`src/rtl/zircon_segled_pkg.sv`:
```
// Shared definitions for the Zircon segment-LED scan controller.
// Latency: n/a (constants and a combinational decode function).
// Backpressure: n/a.
// Contents: register address constants, digit/control field positions, hex_to_seg.
package zircon_segled_pkg;

  // Register map (digit registers occupy 0..DIGITS-1)
  localparam logic [3:0] ADDR_CTRL = 4'd8;
  localparam logic [3:0] ADDR_STAT = 4'd9;

  // Digit register fields
  localparam int DIG_VAL_MSB   = 3;
  localparam int DIG_DP_BIT    = 4;
  localparam int DIG_BLANK_BIT = 5;
  localparam logic [5:0] DIG_RESET = 6'h0F;  // visible, no dp, shows "F"

  // Control register fields
  localparam int CTRL_EN_BIT   = 0;
  localparam int CTRL_TEST_BIT = 1;

  // Logical (active-high) segment pattern, bit 0 = a ... bit 6 = g
  function automatic logic [6:0] hex_to_seg(input logic [3:0] hex);
    logic [6:0] seg;
    case (hex)
      4'h0: seg = 7'h3F;
      4'h1: seg = 7'h06;
      4'h2: seg = 7'h5B;
      4'h3: seg = 7'h4F;
      4'h4: seg = 7'h66;
      4'h5: seg = 7'h6D;
      4'h6: seg = 7'h7D;
      4'h7: seg = 7'h07;
      4'h8: seg = 7'h7F;
      4'h9: seg = 7'h6F;
      4'hA: seg = 7'h77;
      4'hB: seg = 7'h7C;
      4'hC: seg = 7'h39;
      4'hD: seg = 7'h5E;
      4'hE: seg = 7'h79;
      default: seg = 7'h71;
    endcase
    return seg;
  endfunction

endpackage

```
`src/rtl/zircon_segled_scan.sv`:
```
// Scan timebase: prescaler dwelling SCAN_DIV cycles per digit, then advancing the digit index.
// Latency: index changes on the edge where the prescaler wraps; tick is combinational.
// Backpressure: none; enable=0 parks the prescaler at 0 and freezes the index.
// Ports: clk, reset (sync, active-high), enable, index[2:0] out, tick out (last dwell cycle).
module zircon_segled_scan #(
  parameter int DIGITS   = 6,
  parameter int SCAN_DIV = 50000
) (
  input  logic       clk,
  input  logic       reset,
  input  logic       enable,
  output logic [2:0] index,
  output logic       tick
);

  localparam int PW = (SCAN_DIV > 1) ? $clog2(SCAN_DIV) : 1;
  localparam logic [PW-1:0] PRESC_LAST = PW'(SCAN_DIV - 1);
  localparam logic [2:0]    INDEX_LAST = 3'(DIGITS - 1);

  logic [PW-1:0] presc;

  assign tick = enable && (presc == PRESC_LAST);

  always_ff @(posedge clk) begin
    if (reset) begin
      presc <= '0;
      index <= '0;
    end else if (!enable) begin
      // Parking at 0 gives a full dwell when scanning resumes.
      presc <= '0;
    end else if (tick) begin
      presc <= '0;
      index <= (index == INDEX_LAST) ? 3'd0 : index + 3'd1;
    end else begin
      presc <= presc + PW'(1);
    end
  end

endmodule

```
`src/rtl/zircon_avalon_segled_scan.sv`:
```
// Avalon-MM seven-segment controller: digit/control registers, scan, decode, registered pin drive.
// Latency: readdata 1 cycle after read; pins reflect register/index state 1 cycle later.
// Backpressure: none; no waitrequest, every access completes in its cycle.
// Ports: csi_clk, rsi_reset, avs_address/write/writedata/read/readdata, coe_seg[7:0], coe_sel[DIGITS-1:0].
module zircon_avalon_segled_scan #(
  parameter int DIGITS         = 6,
  parameter int SCAN_DIV       = 50000,
  parameter bit SEG_ACTIVE_LOW = 1'b1,
  parameter bit SEL_ACTIVE_LOW = 1'b1
) (
  input  logic              csi_clk,
  input  logic              rsi_reset,
  input  logic [3:0]        avs_address,
  input  logic              avs_write,
  input  logic [31:0]       avs_writedata,
  input  logic              avs_read,
  output logic [31:0]       avs_readdata,
  output logic [7:0]        coe_seg,
  output logic [DIGITS-1:0] coe_sel
);

  import zircon_segled_pkg::*;

  localparam logic [3:0]        DIGITS_A = 4'(DIGITS);
  localparam logic [7:0]        SEG_OFF  = SEG_ACTIVE_LOW ? 8'hFF : 8'h00;
  localparam logic [DIGITS-1:0] SEL_OFF  = SEL_ACTIVE_LOW ? {DIGITS{1'b1}} : {DIGITS{1'b0}};

  // Eight slots always exist; slots at or above DIGITS keep their reset value.
  logic [5:0]        digit_q [8];
  logic              ctrl_en;
  logic              ctrl_test;
  logic [2:0]        index;
  logic              scan_tick;
  logic [31:0]       rd_mux;
  logic [5:0]        cur_digit;
  logic [DIGITS-1:0] sel_onehot;
  logic [7:0]        seg_log;
  logic [DIGITS-1:0] sel_log;
  logic [7:0]        seg_d;
  logic [DIGITS-1:0] sel_d;
  logic              unused_bits;

  assign unused_bits = ^{avs_writedata[31:DIG_BLANK_BIT+1], scan_tick};

  // Test mode lights everything but keeps the scan running underneath.
  zircon_segled_scan #(
    .DIGITS   (DIGITS),
    .SCAN_DIV (SCAN_DIV)
  ) u_scan (
    .clk    (csi_clk),
    .reset  (rsi_reset),
    .enable (ctrl_en | ctrl_test),
    .index  (index),
    .tick   (scan_tick)
  );

  // Read mux sees the registers before any same-cycle write lands.
  always_comb begin
    rd_mux = '0;
    if (avs_address < DIGITS_A) begin
      rd_mux = {26'b0, digit_q[avs_address[2:0]]};
    end else if (avs_address == ADDR_CTRL) begin
      rd_mux = {30'b0, ctrl_test, ctrl_en};
    end else if (avs_address == ADDR_STAT) begin
      rd_mux = {29'b0, index};
    end
  end

  always_comb begin
    cur_digit  = digit_q[index];
    sel_onehot = '0;
    for (int i = 0; i < DIGITS; i++) begin
      sel_onehot[i] = (index == 3'(i));
    end

    seg_log = 8'h00;
    sel_log = '0;
    if (ctrl_test) begin
      seg_log = 8'hFF;
      sel_log = {DIGITS{1'b1}};
    end else if (!ctrl_en) begin
      seg_log = 8'h00;
      sel_log = '0;
    end else if (cur_digit[DIG_BLANK_BIT]) begin
      seg_log = 8'h00;
      sel_log = sel_onehot;
    end else begin
      seg_log = {cur_digit[DIG_DP_BIT], hex_to_seg(cur_digit[DIG_VAL_MSB:0])};
      sel_log = sel_onehot;
    end

    seg_d = SEG_ACTIVE_LOW ? ~seg_log : seg_log;
    sel_d = SEL_ACTIVE_LOW ? ~sel_log : sel_log;
  end

  always_ff @(posedge csi_clk) begin
    if (rsi_reset) begin
      for (int i = 0; i < 8; i++) begin
        digit_q[i] <= DIG_RESET;
      end
      ctrl_en      <= 1'b1;
      ctrl_test    <= 1'b0;
      avs_readdata <= '0;
      coe_seg      <= SEG_OFF;
      coe_sel      <= SEL_OFF;
    end else begin
      if (avs_read) begin
        avs_readdata <= rd_mux;
      end
      if (avs_write) begin
        for (int i = 0; i < DIGITS; i++) begin
          if (avs_address == 4'(i)) begin
            digit_q[i] <= avs_writedata[DIG_BLANK_BIT:0];
          end
        end
        if (avs_address == ADDR_CTRL) begin
          ctrl_en   <= avs_writedata[CTRL_EN_BIT];
          ctrl_test <= avs_writedata[CTRL_TEST_BIT];
        end
      end
      coe_seg <= seg_d;
      coe_sel <= sel_d;
    end
  end

endmodule
```
`config.mk`:
```
export PLATFORM = sky130hd
export DESIGN_NAME = zircon_avalon_segled_scan
export DESIGN_NICKNAME = d
export VERILOG_FILES = /design/src/rtl/zircon_segled_pkg.sv /design/src/rtl/zircon_segled_scan.sv /design/src/rtl/zircon_avalon_segled_scan.sv
export SDC_FILE = /design/constraint.sdc
export NUM_CORES = 1
export LEC_CHECK = 0
export CAP_MARGIN = 40
export CORE_MARGIN = 2
export CORE_UTILIZATION = 30
export DETAILED_ROUTE_END_ITERATION = 6
export PLACE_DENSITY = 0.58
export SLEW_MARGIN = 5
export SYNTH_ARGS = -nofsm -noshare
export SYNTH_HDL_FRONTEND = slang
export SYNTH_SLANG_ARGS = --single-unit
```
`constraint.sdc`:
```
create_clock -name csi_clk -period 2.1 [get_ports csi_clk]
set_input_delay 0.21 -clock csi_clk [delete_from_list [all_inputs] [get_ports csi_clk]]
set_output_delay 0.21 -clock csi_clk [all_outputs]
set_load 0.01 [all_outputs]
```
; ---- Word-level counts from Yosys, hierarchy flattened
; Memories as Yosys holds them, arrays and structs flattened. A register that Yosys moved wholly into a read port is not among the register bits.
; Cells that the tools add are included.
[classes]
n_addsub = 2
n_lt_le_gt_ge = 1
eq_ne = 13
muxes = 43
n_bitwise = 10
reduce_logical = 6
[ops]
columns = operator, count
row1 = $mux W6, 9
row2 = $mux W1, 26
row3 = $mux W8, 3
row4 = $add A16 B1 Y16 const B, 1
row5 = $eq A16 B16 Y1 const B, 1
row6 = $mux W3, 5
row7 = $eq A4 B2 Y1 const B, 2
row8 = $eq A4 B3 Y1 const B, 2
row9 = $eq A4 B4 Y1 const B, 2
row10 = $not A8 Y8, 1
row11 = $or A1 B1 Y1, 7
row12 = $eq A3 B2 Y1 const B, 2
row13 = $eq A3 B3 Y1 const B, 2
row14 = $not A6 Y6, 1
row15 = $eq A4 B1 Y1 const B, 1
row16 = $logic_not A4 Y1, 1
row17 = $lt A4 B3 Y1 const B, 1
row18 = $reduce_and A2 Y1, 2
row19 = $add A3 B1 Y3 const B, 1
row20 = $eq A3 B1 Y1 const B, 1
row21 = $logic_not A3 Y1, 1
row22 = $reduce_or A3 Y1, 1
row23 = $logic_and A1 B1 Y1, 1
row24 = $not A1 Y1, 1
[word_totals]
regBits = 67
ram_bits = 48
rom_bits = 112
in_bits = 40
out_inout_bits = 46
word_cells = 84
memories = 2
[mem_list]
columns = memory, depth, word_bits, rd, rd_clocked_by_memory_dff, wr, line_no
row1 = (name not given), 16, 7, 1, 0, 0, zircon_segled_pkg.sv:24  ; case (hex)
row2 = digit_q, 8, 6, 2, 1, 8, zircon_avalon_segled_scan.sv:29  ; logic [5:0] digit_q [8];

; ---- Logic depth before layout (Yosys ltp)
[logic_depth]
ltp_word = 6
mapped_depth = 11
mapped_depth_nobuf = 9

; ---- Hierarchy
; Synthesis repeated with hierarchy kept, for this count alone.
[unflattened]
cells_unflattened = 415
hier_area_um2 = 4201.5
[modules_own_cells]
columns = mod, n_inst, cells_each, area_per_inst_um2, seq_area_each_um2
row1 = zircon_avalon_segled_scan, 1, 318, 3370.7, 1521.5
row2 = zircon_segled_scan, 1, 97, 830.8, 380.4

; ---- Worst setup path before layout
; No wires, ideal clock.
[synth_path]
path_kind = flip-flop to flip-flop
start = register (tool-made name)
end = register coe_seg[5]
setup_ns = 0.127
arrival_time_ns = 2.021
required_ns = 1.973
slack_ns = -0.048
path_stages_with_launch = 10
path_buffers = 2
period_less_slack_ns = 2.148
path_cell_list = dfxtp_1 buf_6 buf_8 mux2i_1 a22oi_1 a21boi_0 inv_1 ha_1 a221oi_1 o21bai_1
[synth_lines]
columns = element, line_no
row1 = end signal: assignment, zircon_avalon_segled_scan.sv:121  ; coe_seg <= seg_d;
row2 = end: declaration, zircon_avalon_segled_scan.sv:18  ; output logic [7:0] coe_seg,

==> results.json <==
{
  "syn_area_per_cell_um2": 10.11,
  "io_pins": 86,
  "max_freq_mhz": 513.4,
  "fin_util_pct": 37.13,
  "synthToLayoutAreaGrowth_pct": 22.18,
  "crit_top_cell": "inv_1",
  "cts_tree": "done",
  "r2r_slack_ps": 150,
  "grt_max_degree": 25,
  "switching_share_pct": 23.66,
  "layout_setup_ws_ps": 152.1,
  "vias": 3079,
  "hold_start": "u_scan.presc[0]",
  "async_reset_ff_share_pct": 0,
  "slew_violations": 0,
  "final_cell_mix": "nor2_1, dfxtp_1, edfxtp_1",
  "root_buffer": "clkbuf_16",
  "cts_buffers": 9,
  "grt_first_pass_wirelength_mm": 14.68,
  "period_minus_slack_ps": 1948,
  "power_frac_comb_pct": 11.0,
  "critPathSlowestCell": "dfxtp_2",
  "drt-total-wl_mm": 9.167,
  "final_design_area_no_fill_um2": 5114,
  "cp.arrival_ps": 2210,
  "clk_pin_slew_ps": 60,
  "gp_congestion": 0.8553,
  "die_area_um2": 14910,
  "path_class": "reg2reg",
  "final_common_cell": "nor2_1",
  "ys_seq_area_share_pct": 46.88,
  "syn-cell-area_um2": 4185,
  "p_sw_w": 0.0008693,
  "holdPathStages": 1,
  "clock_path_buffers": 2,
  "cts_sinks": 80,
  "ant_nets": 0,
  "synth_enable_flop_cells": 36,
  "num-nets-final": 519,
  "grt_pass1_vias": 2987,
  "htreeDepth": 3,
  "max-cap-violations": 0,
  "pwr_density_cell_nw_per_um2": 718.6,
  "num_antenna_cells": 0,
  "p_leak_nw": 1.945,
  "place_ws_ps": -11.57,
  "io_buffers": 33,
  "crit_required_ps": 2360,
  "clk_latency_ps": 340,
  "synth_flop_cell": "dfxtp_1",
  "crit_chain": "buf_4 -> mux2i_1 -> a22oi_1 -> a21boi_2 -> inv_1 -> ha_2 -> inv_1 -> a211o_1 -> a21oi_1",
  "initial_utilization_pct": 30.39,
  "drive_above_1_share_pct": 20.38,
  "ir_worst_vdd_uv": 432.5,
  "antenna_found_initial": 0,
  "outcome": "complete, no violations",
  "die_w_um": 122.1,
  "cts-hold-fix-buffers": 0,
  "postCtsSetupRepairBufs": 0,
  "finalHoldViolCount": 0,
  "critPathLaunchType": "register",
  "hpwl_mm": 6.878,
  "syn-instance-count": 414,
  "core_um2": 13770,
  "dieHeight_um": 122.1,
  "p_int_w": 0.002805,
  "rsz0062_at_grt": "false",
  "p_seq_share_pct": 47.0,
  "gr-total-overflow": 0,
  "clkPwrFrac_pct": 42.0,
  "final-setup-viol-count": 0,
  "drtIter0Drc": 302,
  "vias_per_cell": 4.694,
  "finalPower_w": 0.003675,
  "routedWlPerCell_um": 13.97,
  "yosys_warnings": 0,
  "num_rows": 43,
  "crit_fanout": 4,
  "worst_hold_path_type": "reg2reg",
  "min_to": "u_scan.presc[0]",
  "skew_ps": 11.12,
  "fin_crit_sh_pct": 92.76,
  "grt_usage_pct": 12.90,
  "synth.lib_cells_used.distinct": 48,
  "cts_resized": 0,
  "rr_worst_depth": 9,
  "drc": 0,
  "reg2reg_to": "coe_seg[0]",
  "worstSetupEndpointType": "register",
  "ys_seq_elements": 80,
  "place_area_um2": 4802,
  "critPathMaxStageDelay_ps": 360,
  "first_pass_iters": 5
}
## worst max path at each step
stage | from | end | cells after the start
5_1_grt | register | coe_seg[3] | 7
3_3_place_gp | avs_address[2] | digit_q[1][0] | 6
4_1_cts | register | coe_seg[5] | 8
3_5_place_dp | avs_address[2] | digit_q[1][1] | 6
6_report | register | coe_seg[0] | 9
2_1_floorplan | register | coe_seg[5] | 9
## cells by family (layout without fill, tap and decap cells)
family,count (synthesis),in the layout,synth area share [%]
other,1,26,0.08960
adder cells (fa/ha/maj),8,8,2.392
AND/OR/NAND/NOR,166,166,19.37
flip-flops,80,80,46.88
XOR/XNOR,15,15,3.139
multiplexers,37,37,11.45
AO/OA/AOI/OAI,49,49,7.923
buffers and inverters,58,95,8.759
## cells in the mapped netlist (all sizes together) (7+ instances only)
cell,instances,share of area (%)
nor2,62,5.6
dfxtp,44,21
buf,36,6.8
edfxtp,36,26
nand2,32,2.9
mux2i,22,5.3
or2,21,3.1
inv,13,1.2
nand3,10,1.2
a21oi,9,1.1
clkbuf,9,0.81
nor2b,9,1.4
xnor2,9,1.9
ha,8,2.4
mux4,8,4.3
mux2,7,1.9
nor3,7,1.1
o21ai,7,0.84
## per-layer routing
metal  GRT usage, %  up-vias  wire [um]
met1          17.03     1488       4241
met5              0        -          0
met3          3.418        6        496
met2          20.81       89       4365
met4          3.736        0         64
li1               -     1496          -
## power groups by stage
stage | Combinational, W | Sequential [W] | Clock [W]
after global placement | 0.000397 | 0.00176 | 0
after global routing | 0.000440 | 0.00173 | 0.00164
after CTS | 0.000403 | 0.00173 | 0.00158
after floorplan | 0.000262 | 0.00176 | 0
final | 0.000403 | 0.00173 | 0.00154
after detailed placement | 0.000402 | 0.00176 | 0
## flip-flops by register name, indices dropped and copies added (netlist names), named ones only
register,cells
avs_readdata,6
coe_seg,8
coe_sel,6
ctrl_en,1
ctrl_test,1
digit_q,36
u_scan.index,3
u_scan.presc,16
## final cells by class
cell class	count	area [um^2]
well taps	180	225.2
inverters	13	48.80
clock inverters	7	70.07
flip-flops and latches	80	1964
fillers	1391	8660
multi-input cells	301	1961
clock buffers	9	225.2
repair buffers	66	619.3
## through the flow
| step | TNS [ps] | hold slack, ps | std cells |
|---|---|---|---|
| floorplan | 0 | 353.9 | 439 |
| global placement | -92.53 | 431.2 | 640 |
| detailed placement | -28.19 | 441.4 | 640 |
| CTS | 0 | 455.4 | 656 |
| global route | 0 | 470.8 | 656 |
| finish | 0 | 462.3 | 656 |
## worst max-delay path, delay by kind of cell (launching register included)
family | cells | cell delay [ps]
compound gates | 4 | 720
flops | 1 | 360
buf+inv | 3 | 340
mux | 1 | 240
fa+ha+maj | 1 | 230
(Power assumes the default switching activity.)
